<file path="src/rtl/uart_pkg.sv">
// Shared UART definitions: receiver state encoding, width helpers and parity-mode
// constants (the parity constants are meant to be reused by the transmitter).
package uart_pkg;

  typedef enum logic [2:0] {
    ST_IDLE,
    ST_START,
    ST_DATA,
    ST_PARITY,
    ST_STOP,
    ST_DONE,
    ST_WAIT_IDLE
  } uart_rx_state_e;

  localparam bit UART_PARITY_EVEN = 1'b0;
  localparam bit UART_PARITY_ODD  = 1'b1;

  function automatic int uart_cnt_w(input int clks_per_bit);
    return $clog2(clks_per_bit);
  endfunction

  function automatic int uart_idx_w(input int data_bits);
    return $clog2(data_bits + 1);
  endfunction

endpackage

</file>
<file path="src/rtl/uart_rx_sync.sv">
// Two-flop synchronizer followed by a registered 2-of-3 majority vote over the
// last three synchronized samples; idles (and resets) high like a UART line.
module uart_rx_sync (
  input  logic clk_i,
  input  logic rst_ni,
  input  logic d_i,
  output logic q_o
);

  logic [1:0] sync_q;
  logic [1:0] tap_q;
  logic       maj;

  // Window = newest synchronized sample plus the two before it.
  assign maj = (sync_q[1] & tap_q[0]) | (sync_q[1] & tap_q[1]) | (tap_q[0] & tap_q[1]);

  always_ff @(posedge clk_i or negedge rst_ni) begin
    if (!rst_ni) begin
      sync_q <= '1;
      tap_q  <= '1;
      q_o    <= 1'b1;
    end else begin
      sync_q <= {sync_q[0], d_i};
      tap_q  <= {tap_q[0], sync_q[1]};
      q_o    <= maj;
    end
  end

endmodule

</file>
<file path="src/rtl/uart_rx_ext.sv">
// UART receiver: voted input, mid-bit sampling, configurable data/parity/stop
// format, per-frame parity, framing and break status.
module uart_rx_ext
  import uart_pkg::*;
#(
  parameter int CLKS_PER_BIT = 217,
  parameter int DATA_BITS    = 8,
  parameter int PARITY_EN    = 0,
  parameter int PARITY_ODD   = 0,
  parameter int STOP_BITS    = 1
) (
  input  logic                 clk_i,
  input  logic                 rst_ni,
  input  logic                 rx_serial_i,
  output logic                 rx_dv_o,
  output logic [DATA_BITS-1:0] rx_data_o,
  output logic                 parity_err_o,
  output logic                 frame_err_o,
  output logic                 break_o,
  output logic                 busy_o
);

  localparam int CNT_W = uart_cnt_w(CLKS_PER_BIT);
  localparam int IDX_W = uart_idx_w(DATA_BITS);

  localparam logic [CNT_W-1:0] HALF_M1   = CNT_W'(CLKS_PER_BIT / 2 - 1);
  localparam logic [CNT_W-1:0] FULL_M1   = CNT_W'(CLKS_PER_BIT - 1);
  localparam logic [IDX_W-1:0] LAST_IDX  = IDX_W'(DATA_BITS - 1);
  localparam logic             LAST_STOP = 1'(STOP_BITS - 1);
  localparam logic             ODD_BIT   = (PARITY_ODD != 0) ? UART_PARITY_ODD : UART_PARITY_EVEN;

  uart_rx_state_e       state_q, state_d;
  logic [CNT_W-1:0]     cnt_q, cnt_d;
  logic [IDX_W-1:0]     idx_q, idx_d;
  logic                 stop_q, stop_d;
  logic [DATA_BITS-1:0] data_q, data_d;
  logic                 perr_q, perr_d;
  logic                 ferr_q, ferr_d;
  logic                 zero_q, zero_d;
  logic                 rx_v;
  logic                 bit_tick;

  uart_rx_sync u_sync (
    .clk_i (clk_i),
    .rst_ni(rst_ni),
    .d_i   (rx_serial_i),
    .q_o   (rx_v)
  );

  assign bit_tick = (cnt_q == FULL_M1);
  assign busy_o   = (state_q != ST_IDLE);

  always_comb begin
    state_d = state_q;
    cnt_d   = cnt_q;
    idx_d   = idx_q;
    stop_d  = stop_q;
    data_d  = data_q;
    perr_d  = perr_q;
    ferr_d  = ferr_q;
    zero_d  = zero_q;
    unique case (state_q)
      ST_IDLE: begin
        cnt_d  = '0;
        idx_d  = '0;
        stop_d = 1'b0;
        if (!rx_v) state_d = ST_START;
      end
      ST_START: begin
        if (cnt_q == HALF_M1) begin
          cnt_d = '0;
          if (!rx_v) begin
            // Per-frame status starts clean so flags never leak across frames.
            state_d = ST_DATA;
            data_d  = '0;
            perr_d  = 1'b0;
            ferr_d  = 1'b0;
            zero_d  = 1'b1;
          end else begin
            state_d = ST_IDLE;
          end
        end else begin
          cnt_d = cnt_q + 1'b1;
        end
      end
      ST_DATA: begin
        if (bit_tick) begin
          cnt_d  = '0;
          data_d = {rx_v, data_q[DATA_BITS-1:1]};
          zero_d = zero_q & ~rx_v;
          if (idx_q == LAST_IDX) begin
            idx_d   = '0;
            state_d = (PARITY_EN != 0) ? ST_PARITY : ST_STOP;
          end else begin
            idx_d = idx_q + 1'b1;
          end
        end else begin
          cnt_d = cnt_q + 1'b1;
        end
      end
      ST_PARITY: begin
        if (bit_tick) begin
          cnt_d   = '0;
          perr_d  = (^data_q) ^ rx_v ^ ODD_BIT;
          zero_d  = zero_q & ~rx_v;
          state_d = ST_STOP;
        end else begin
          cnt_d = cnt_q + 1'b1;
        end
      end
      ST_STOP: begin
        if (bit_tick) begin
          cnt_d  = '0;
          zero_d = zero_q & ~rx_v;
          if (!rx_v) ferr_d = 1'b1;
          if (stop_q == LAST_STOP) begin
            stop_d  = 1'b0;
            state_d = ST_DONE;
          end else begin
            stop_d = 1'b1;
          end
        end else begin
          cnt_d = cnt_q + 1'b1;
        end
      end
      // A framing error may mean a held-low break; wait for the line to recover.
      ST_DONE:      state_d = ferr_q ? ST_WAIT_IDLE : ST_IDLE;
      ST_WAIT_IDLE: if (rx_v) state_d = ST_IDLE;
      default:      state_d = ST_IDLE;
    endcase
  end

  always_ff @(posedge clk_i or negedge rst_ni) begin
    if (!rst_ni) begin
      state_q <= ST_IDLE;
      cnt_q   <= '0;
      idx_q   <= '0;
      stop_q  <= 1'b0;
      data_q  <= '0;
      perr_q  <= 1'b0;
      ferr_q  <= 1'b0;
      zero_q  <= 1'b0;
    end else begin
      state_q <= state_d;
      cnt_q   <= cnt_d;
      idx_q   <= idx_d;
      stop_q  <= stop_d;
      data_q  <= data_d;
      perr_q  <= perr_d;
      ferr_q  <= ferr_d;
      zero_q  <= zero_d;
    end
  end

  always_ff @(posedge clk_i or negedge rst_ni) begin
    if (!rst_ni) begin
      rx_dv_o      <= 1'b0;
      rx_data_o    <= '0;
      parity_err_o <= 1'b0;
      frame_err_o  <= 1'b0;
      break_o      <= 1'b0;
    end else begin
      rx_dv_o <= (state_q == ST_DONE);
      if (state_q == ST_DONE) begin
        rx_data_o    <= data_q;
        parity_err_o <= perr_q;
        frame_err_o  <= ferr_q;
        break_o      <= zero_q;
      end
    end
  end

endmodule

</file>
<file path="config.mk">
export PLATFORM = sky130hd
export DESIGN_NAME = uart_rx_ext
export DESIGN_NICKNAME = d
export VERILOG_FILES = /design/src/rtl/uart_pkg.sv /design/src/rtl/uart_rx_sync.sv /design/src/rtl/uart_rx_ext.sv
export SDC_FILE = /design/constraint.sdc
export NUM_CORES = 1
export LEC_CHECK = 0
export BUFFER_PORTS_ARGS = -buffer_cell sky130_fd_sc_hd__buf_2
export CAP_MARGIN = 20
export CORE_ASPECT_RATIO = 1.5
export CORE_UTILIZATION = 45
export DETAILED_ROUTE_END_ITERATION = 10
export GPL_TIMING_DRIVEN = 0
export HOLD_SLACK_MARGIN = 0.1
export PLACE_DENSITY_LB_ADDON = 0.12
export SLEW_MARGIN = 15
export SYNTH_ARGS = -nofsm -noshare
export SYNTH_HDL_FRONTEND = slang
export SYNTH_SLANG_ARGS = --single-unit
</file>
<file path="constraint.sdc">
create_clock -name clk_i -period 2 [get_ports clk_i]
set_input_delay 0.3 -clock clk_i [delete_from_list [all_inputs] [get_ports clk_i]]
set_output_delay 0.3 -clock clk_i [all_outputs]
set_load 0.02 [all_outputs]
</file>
==> results of run 1 <==
-- routing by layer --
layer	global-route usage, %	share of wire, %
met2	32.3	54
met3	2.87	2.3
met5	0	0
met1	21.3	42
met4	9.09	1.9
-- metrics by stage --
step           area, um2  total power [uW]  utilization (%)
3_3_place_gp        2240               956             49.8
4_1_cts             2370              1680             52.7
3_5_place_dp        2240               958             49.8
5_1_grt             2380              1710             52.8
2_1_floorplan       2110               934                -
6_report            2380              1650             52.8
-- power breakdown --
part	internal (uW)	switching (uW)	leakage, uW
sequential	899	2.11	0.000583
combinational	11.0	27.6	0.000542
clock	408	303	0.0000614
total	1320	333	0.00119
-- final cells by class --
type	instances	area, um2	share of cell area [%]
sequential	44	1110	46.6
multi-input combinational	147	941	39.6
timing repair buffer	16	85.1	3.58
clock buffer	6	82.6	3.47
tap	48	60.1	2.53
buffer	7	40.0	1.68
clock inverter	2	38.8	1.63
inverter	6	22.5	0.947
-- registers in the layout, summed over array words and instances (netlist names), 2 cells and up --
signal	cells
cnt_q	8
data_q	8
idx_q	4
rx_data_o	8
state_q	3
u_sync.sync_q	2
u_sync.tap_q	2
-- kinds of logic (layout without fill, tap and decap cells) --
| group | after synthesis | count (layout) | synth area share (%) |
|---|---|---|---|
| AO/OA/AOI/OAI | 44 | 44 | 15.5 |
| XOR/XNOR | 11 | 11 | 4.58 |
| adder cells (fa/ha/maj) | 4 | 4 | 2.26 |
| buffers and inverters | 13 | 37 | 2.97 |
| flip-flops | 44 | 44 | 52.6 |
| multiplexers | 3 | 3 | 1.54 |
| AND/OR/NAND/NOR | 85 | 85 | 20.6 |
-- layout by cell type, fill, tap and decap left out, types with 3 or more instances in the layout --
| cell | instances |
|---|---|
| a21o_1 | 3 |
| a21oi_1 | 8 |
| a22o_1 | 10 |
| a31oi_1 | 5 |
| and3_1 | 4 |
| buf_2 | 20 |
| clkbuf_8 | 6 |
| dfrtp_1 | 39 |
| dfstp_2 | 5 |
| ha_1 | 3 |
| inv_1 | 5 |
| nand2_1 | 43 |
| nand2b_1 | 4 |
| nand3_1 | 7 |
| nor2_1 | 6 |
| nor2b_1 | 3 |
| nor3_1 | 3 |
| o21ai_0 | 5 |
| o21ai_1 | 3 |
| o21ai_2 | 3 |
| xnor2_1 | 9 |
-- worst min path at each step --
stage          slack (ps)                        from  cells after the start                         end
6_report              140                      rst_ni                      1        idx_q[2]$_DFFE_PN0P_
2_1_floorplan           4                      rst_ni                      0         break_o$_DFFE_PN0N_
3_3_place_gp          350  u_sync.sync_q[0]$_DFF_PN1_                      0  u_sync.sync_q[1]$_DFF_PN1_
4_1_cts               170                      rst_ni                      1        idx_q[2]$_DFFE_PN0P_
3_5_place_dp          350  u_sync.sync_q[0]$_DFF_PN1_                      0  u_sync.sync_q[1]$_DFF_PN1_
5_1_grt               230                      rst_ni                      1        idx_q[2]$_DFFE_PN0P_
-- repair_timing --
item                                    in CTS  in global routing
gates resized for setup                      0                  1
hold buffers                                 1                  0
endpoints found under the setup margin       0                  1
endpoints found under the hold margin        1                  0
==> metrics.cfg, run 1 <==
[synthesis]
synthFlopType = dfrtp_1
synth.top_cell.area_share_pct = 46.3
synth_commonest_cells = nand2_1, dfrtp_1, a22o_1, xnor2_1, a21oi_1
synth_most_common_cell = nand2_1
synthesis.yosys.warnings = 0
synth.cell_area_um2 = 2110
syn_nets = 210
syn_avg_cell_area_um2 = 10.3
async_reset_ff_share_pct = 100
cell_variety_after_synth = 45
postSynthRegisterBits = 44
synth.yosys.seq_area_share_pct = 52.6
netlist_top_cells_area = dfrtp_1, nand2_1, dfstp_2, a22o_1, xnor2_1
netlist_instances = 204
synth_edf_count = 0
yosys.area.top_type = dfrtp_1

[drt]
dr_total_vias = 1545
first_iter_violations = 47
wirelength_um = 3960
drt-pass1-iter-count = 7
route.detailed.vias_per_inst = 5.60
route.antenna.remaining_nets = 0
wire_per_inst_um = 14.4
remaining_drc_errors = 2

[placed_design]
gp_congestion = 0.780
place.detailed.hpwl_um = 2880
placement.io_buffers = 15
pre_cts_setup_slack_ps = 137
placed_cells = 267

[grt]
first_global_vias = 1518
grt_remaining_overflow = 0
grt_first_pass_wirelength_um = 6980
track_usage_pct = 18.4
grt_max_degree = 45
grt_antenna_before_repair = 0

[sta]
timing.slew.headroom_pct = 37.6
final.setup.worst_slack_ps = 98.6
final_min_period_over_clock_period_pct = 95.1
maxSlewViolCount = 0
timing_hold_violations_final = 0
rsz0062_at_grt = false
setup_viol = 0
fin_worst_skew_ps = 6.75
fmax_mhz = 526
totalNegativeSetupSlack_ps = 0
tightestPinTransition_ps = 936
hold-worst-slack_ps = 139
timing.final.crit_period_ps = 1900

[die]
rows = 30
die_footprint_um2 = 4960
die_height_um = 85.8
coreArea_um2 = 4500
die_width_um = 57.9
io_pins = 16
initial_core_util_pct = 46.8

[worst_setup_path]
critical_path_depth = 7
timing.critical_path.slowest_cell_delay_ps = 400
timing.critical_path.to = state_q[1]$_DFFE_PN0P_
critical_path_required_ps = 2220
cpMaxStageDelayCell = dfrtp_1
worstSetupStartpointType = flip-flop
regToRegStartpoint = cnt_q[0]$_DFFE_PN0P_
setup.reg_to_reg.worst_slack_ps = 100
top_fanout_value_on_the_critical_path = 5
crit_path_end_kind = flip-flop
cpLargestDelayFamily = simple AND/OR/NAND/NOR gates
cp_num_buf_inv = 1
critical_path_class = flip-flop to flip-flop
timing.reg2reg.worst_path_depth = 7
crit_start = cnt_q[0]$_DFFE_PN0P_
reg2reg_to = state_q[1]$_DFFE_PN0P_
critical_path_arrival_ps = 2120
worstPathCellList = inv_1 > ha_1 > nand4b_2 > nor2_2 > o311ai_2 > o21ba_2 > mux2i_1

[finish]
num_antenna_cells = 0
nNetsFinal = 233
post_route_cells_drive_above_1_share_pct = 23.2
area_delta_synth_final_pct = 12.9
fin_cells = 276
fill_cells = 393

[clock_network]
tritoncts = built
cts.sinks = 44
clockRootBuffer = clkbuf_8
cts_post_setup_buffers_inserted = 0
clk_latency_ps = 300
ctsLongestPathBuffers = 2
number_of_h_tree_levels = 2
cts_made_buffers = 5
clkTransAtPathRegs_ps = 80

[power]
power_density_nw_per_um2 = 694
power.leakage_uw = 0.00119
ir_drop_v = 0.000386

[worst_hold_path]
hp-class = primary input to asynchronous set/reset pin

[run]
cap_viol_max_count = 0

[status]
status = finished with violations
violations = DRC

Note: power is estimated with default switching activity, not from simulation.
==> inputs of run 2 (changes only) <==
clock period = 1.77 ns   (was 2 ns; I/O delays follow)
==> run 2 against run 1 <==
Net effect: the run still ends with DRC left; non-clock buffer count up 2; clock skew down 1.6 ps; global-route usage up 0.069 points; largest cell class unchanged; clock power up 13%; final cell count up 0.72%; via count up 0.39%; first-iteration DRC count up 17%; fmax up 9.2%; sequential share of layout area down 2.3 points; setup slack worse by 69 ps; highest routed layer unchanged.
==> metrics.cfg, run 2 (synthesis results as in run 1) <==
[status]
status = finished with violations
violations = DRC

[sta]
final.setup.worst_slack_ps = 29.6  ; -69.0 ps
timing.slew.headroom_pct = 37.6  ; about the same
timing.final.crit_period_ps = 1740  ; -161 ps
fin_worst_skew_ps = 5.17  ; -1.58 ps
maxSlewViolCount = 0  ; unchanged
timing_hold_violations_final = 0  ; unchanged
fmax_mhz = 575  ; +9.2%
tightestPinTransition_ps = 936  ; -0.146 ps
hold-worst-slack_ps = 106  ; -32.9 ps
final_min_period_over_clock_period_pct = 98.3  ; +3.3 points
rsz0062_at_grt = true
setup_viol = 0  ; unchanged

[die]
initial_core_util_pct = 46.8  ; unchanged
io_pins = 16  ; unchanged
coreArea_um2 = 4500  ; unchanged
die_height_um = 85.8  ; unchanged
die_footprint_um2 = 4960  ; unchanged
die_width_um = 57.9  ; unchanged
rows = 30  ; unchanged

[power]
combinationalPowerShare_pct = 2.1  ; -0.2 points
power.net_switching_uw = 378  ; +14%
p_int_uw = 1490  ; +13%
power.leakage_uw = 0.00126  ; +6.4%
ir_drop_v = 0.000439  ; +14%
clock_power_share_pct = 43.1  ; about the same
netSwitchingFraction_pct = 20.2  ; +0.10 points
power_uw = 1870  ; +13%
power_density_nw_per_um2 = 744  ; +7.2%
seqPwrFrac_pct = 54.9  ; +0.3 points

[finish]
footprint_of_the_multi_input_gates_um2 = 1050  ; +11%
area_delta_synth_final_pct = 19.1
fin_cells = 278  ; +0.72%
post_route_cells_drive_above_1_share_pct = 28.7  ; +5.5 points
num_antenna_cells = 0  ; unchanged
mostFrequentLayoutCells = nand2_1, dfrtp_1, buf_2
fill_cells = 376  ; -4.3%
reg.largest.list = cnt_q (8), data_q (8), rx_data_o (8)
nNetsFinal = 235  ; +0.86%
area.sequential_um2 = 1110  ; +0.34%
layout_commonest_cell = nand2_1

[worst_setup_path]
critical_path_arrival_ps = 1950  ; -170 ps
setup.reg_to_reg.worst_slack_ps = 30  ; -70 ps
top_fanout_value_on_the_critical_path = 6  ; +1
timing.critical_path.slowest_cell_delay_ps = 450  ; +50 ps
regToRegStartpoint = state_q[1]$_DFFE_PN0P_
worstSetupStartpointType = flip-flop
critical_path_required_ps = 1980  ; -240 ps
crit_path_end_kind = flip-flop
reg2reg_to = state_q[1]$_DFFE_PN0P_
timing.reg2reg.worst_path_depth = 6  ; -1
cpMaxStageDelayCell = dfrtp_2
worstPathCellList = buf_4 > or3_1 > nand2_1 > o311ai_4 > o21ba_2 > mux2i_1
critical_path_class = flip-flop to flip-flop

[drt]
wirelength_um = 4090  ; +3.2%
route.detailed.vias_per_inst = 5.58  ; -0.33%
drt-pass1-iter-count = 10  ; +3
first_iter_violations = 55  ; +17%
route.antenna.remaining_nets = 0  ; unchanged
remaining_drc_errors = 2  ; unchanged
wire_per_inst_um = 14.7  ; +2.4%
dr_total_vias = 1551  ; +0.39%

[clock_network]
clk_latency_ps = 300  ; about the same
clockRootBuffer = clkbuf_8
tritoncts = built
ctsLongestPathBuffers = 2  ; unchanged
clkTransAtPathRegs_ps = 80  ; about the same
cts_made_buffers = 5  ; unchanged
cts.sinks = 44  ; unchanged
number_of_h_tree_levels = 2  ; unchanged

[grt]
first_global_vias = 1524  ; +0.40%
grt_first_pass_wirelength_um = 7020  ; +0.70%
grt_remaining_overflow = 0  ; unchanged
track_usage_pct = 18.4  ; +0.069 points
grt_max_degree = 45  ; unchanged
grt_antenna_before_repair = 0  ; unchanged

[placed_design]
placed_cells = 267  ; unchanged
gp_congestion = 0.780  ; unchanged
place.detailed.hpwl_um = 2880  ; unchanged
placement.io_buffers = 15  ; unchanged
pre_cts_setup_slack_ps = -92.6  ; -230 ps

[worst_hold_path]
hp-class = primary input to asynchronous set/reset pin

[run]
cap_viol_max_count = 0  ; unchanged

[run 2: cell count changes in the layout (fill, tap and decap cells not counted), moves of 2 or more]
| cell | previous run | this run |
|---|---|---|
| inv_2 | 1 | 3 |
| clkbuf_4 | 0 | 2 |
| inv_1 | 5 | 3 |
| dfrtp_2 | 0 | 3 |
| buf_4 | 0 | 3 |
| buf_2 | 20 | 17 |
| dfrtp_1 | 39 | 36 |
[run 2: repair_timing]
action                                 in CTS  in global routing
endpoints found under the hold margin       1                  0
resized for setup                           6                 17
setup endpoints to repair                   9                 10
buffers inserted                            0                  3
hold buffers                                1                  0
pin swaps                                   1                  1
[run 2: stage by stage]
stage	area [um2]	util, %	setup TNS (ps)
finish	2510	55.7	0
global route	2510	55.7	-27.3
CTS	2410	53.6	0
detailed placement	2240	49.8	-132
global placement	2240	49.8	-71.8
floorplan	2110	-	0
[run 2: final cells by class]
type	count	share of cell area, %
flip-flops and latches	44	44.3
inverters	6	0.898
plain buffers	6	1.60
clock inverters	2	1.55
multi-input cells	147	41.7
clock buffers	6	3.29
repair buffers	19	4.29
well taps	48	2.39
[run 2: how the worst max path moves through the flow]
stage,startpoint,endpoint
finish,state_q[1]$_DFFE_PN0P_,state_q[1]$_DFFE_PN0P_
global route,state_q[1]$_DFFE_PN0P_,busy_o
CTS,state_q[1]$_DFFE_PN0P_,busy_o
detailed placement,cnt_q[0]$_DFFE_PN0P_,state_q[1]$_DFFE_PN0P_
global placement,cnt_q[0]$_DFFE_PN0P_,state_q[1]$_DFFE_PN0P_
floorplan,cnt_q[0]$_DFFE_PN0P_,state_q[1]$_DFFE_PN0P_
[run 2: critical path, delay by kind of cell (launching register included)]
family	cells	cell delay [ps]
muxes	1	190
and+or+nand+nor	2	510
AOI/OAI and AO/OA	2	370
buffers and inverters	1	150
DFF	1	450
[run 2: power groups by stage]
stage | Sequential, uW | Clock (uW) | Combinational (uW)
6_report | 1020 | 804 | 38.9
5_1_grt | 1030 | 864 | 45.2
4_1_cts | 1020 | 835 | 48.0
3_5_place_dp | 1040 | 0 | 44.4
3_3_place_gp | 1040 | 0 | 43.2
2_1_floorplan | 1040 | 0 | 18.8
[run 2: metal layers]
metal  share of wire [%]  global-route usage [%]  up-vias
met5                   0                       0        -
met4                 2.0                    9.09        0
met3                 2.7                    2.87        7
met2                  55                    32.0       31
met1                  41                    21.8      756
li1                    -                       -      757
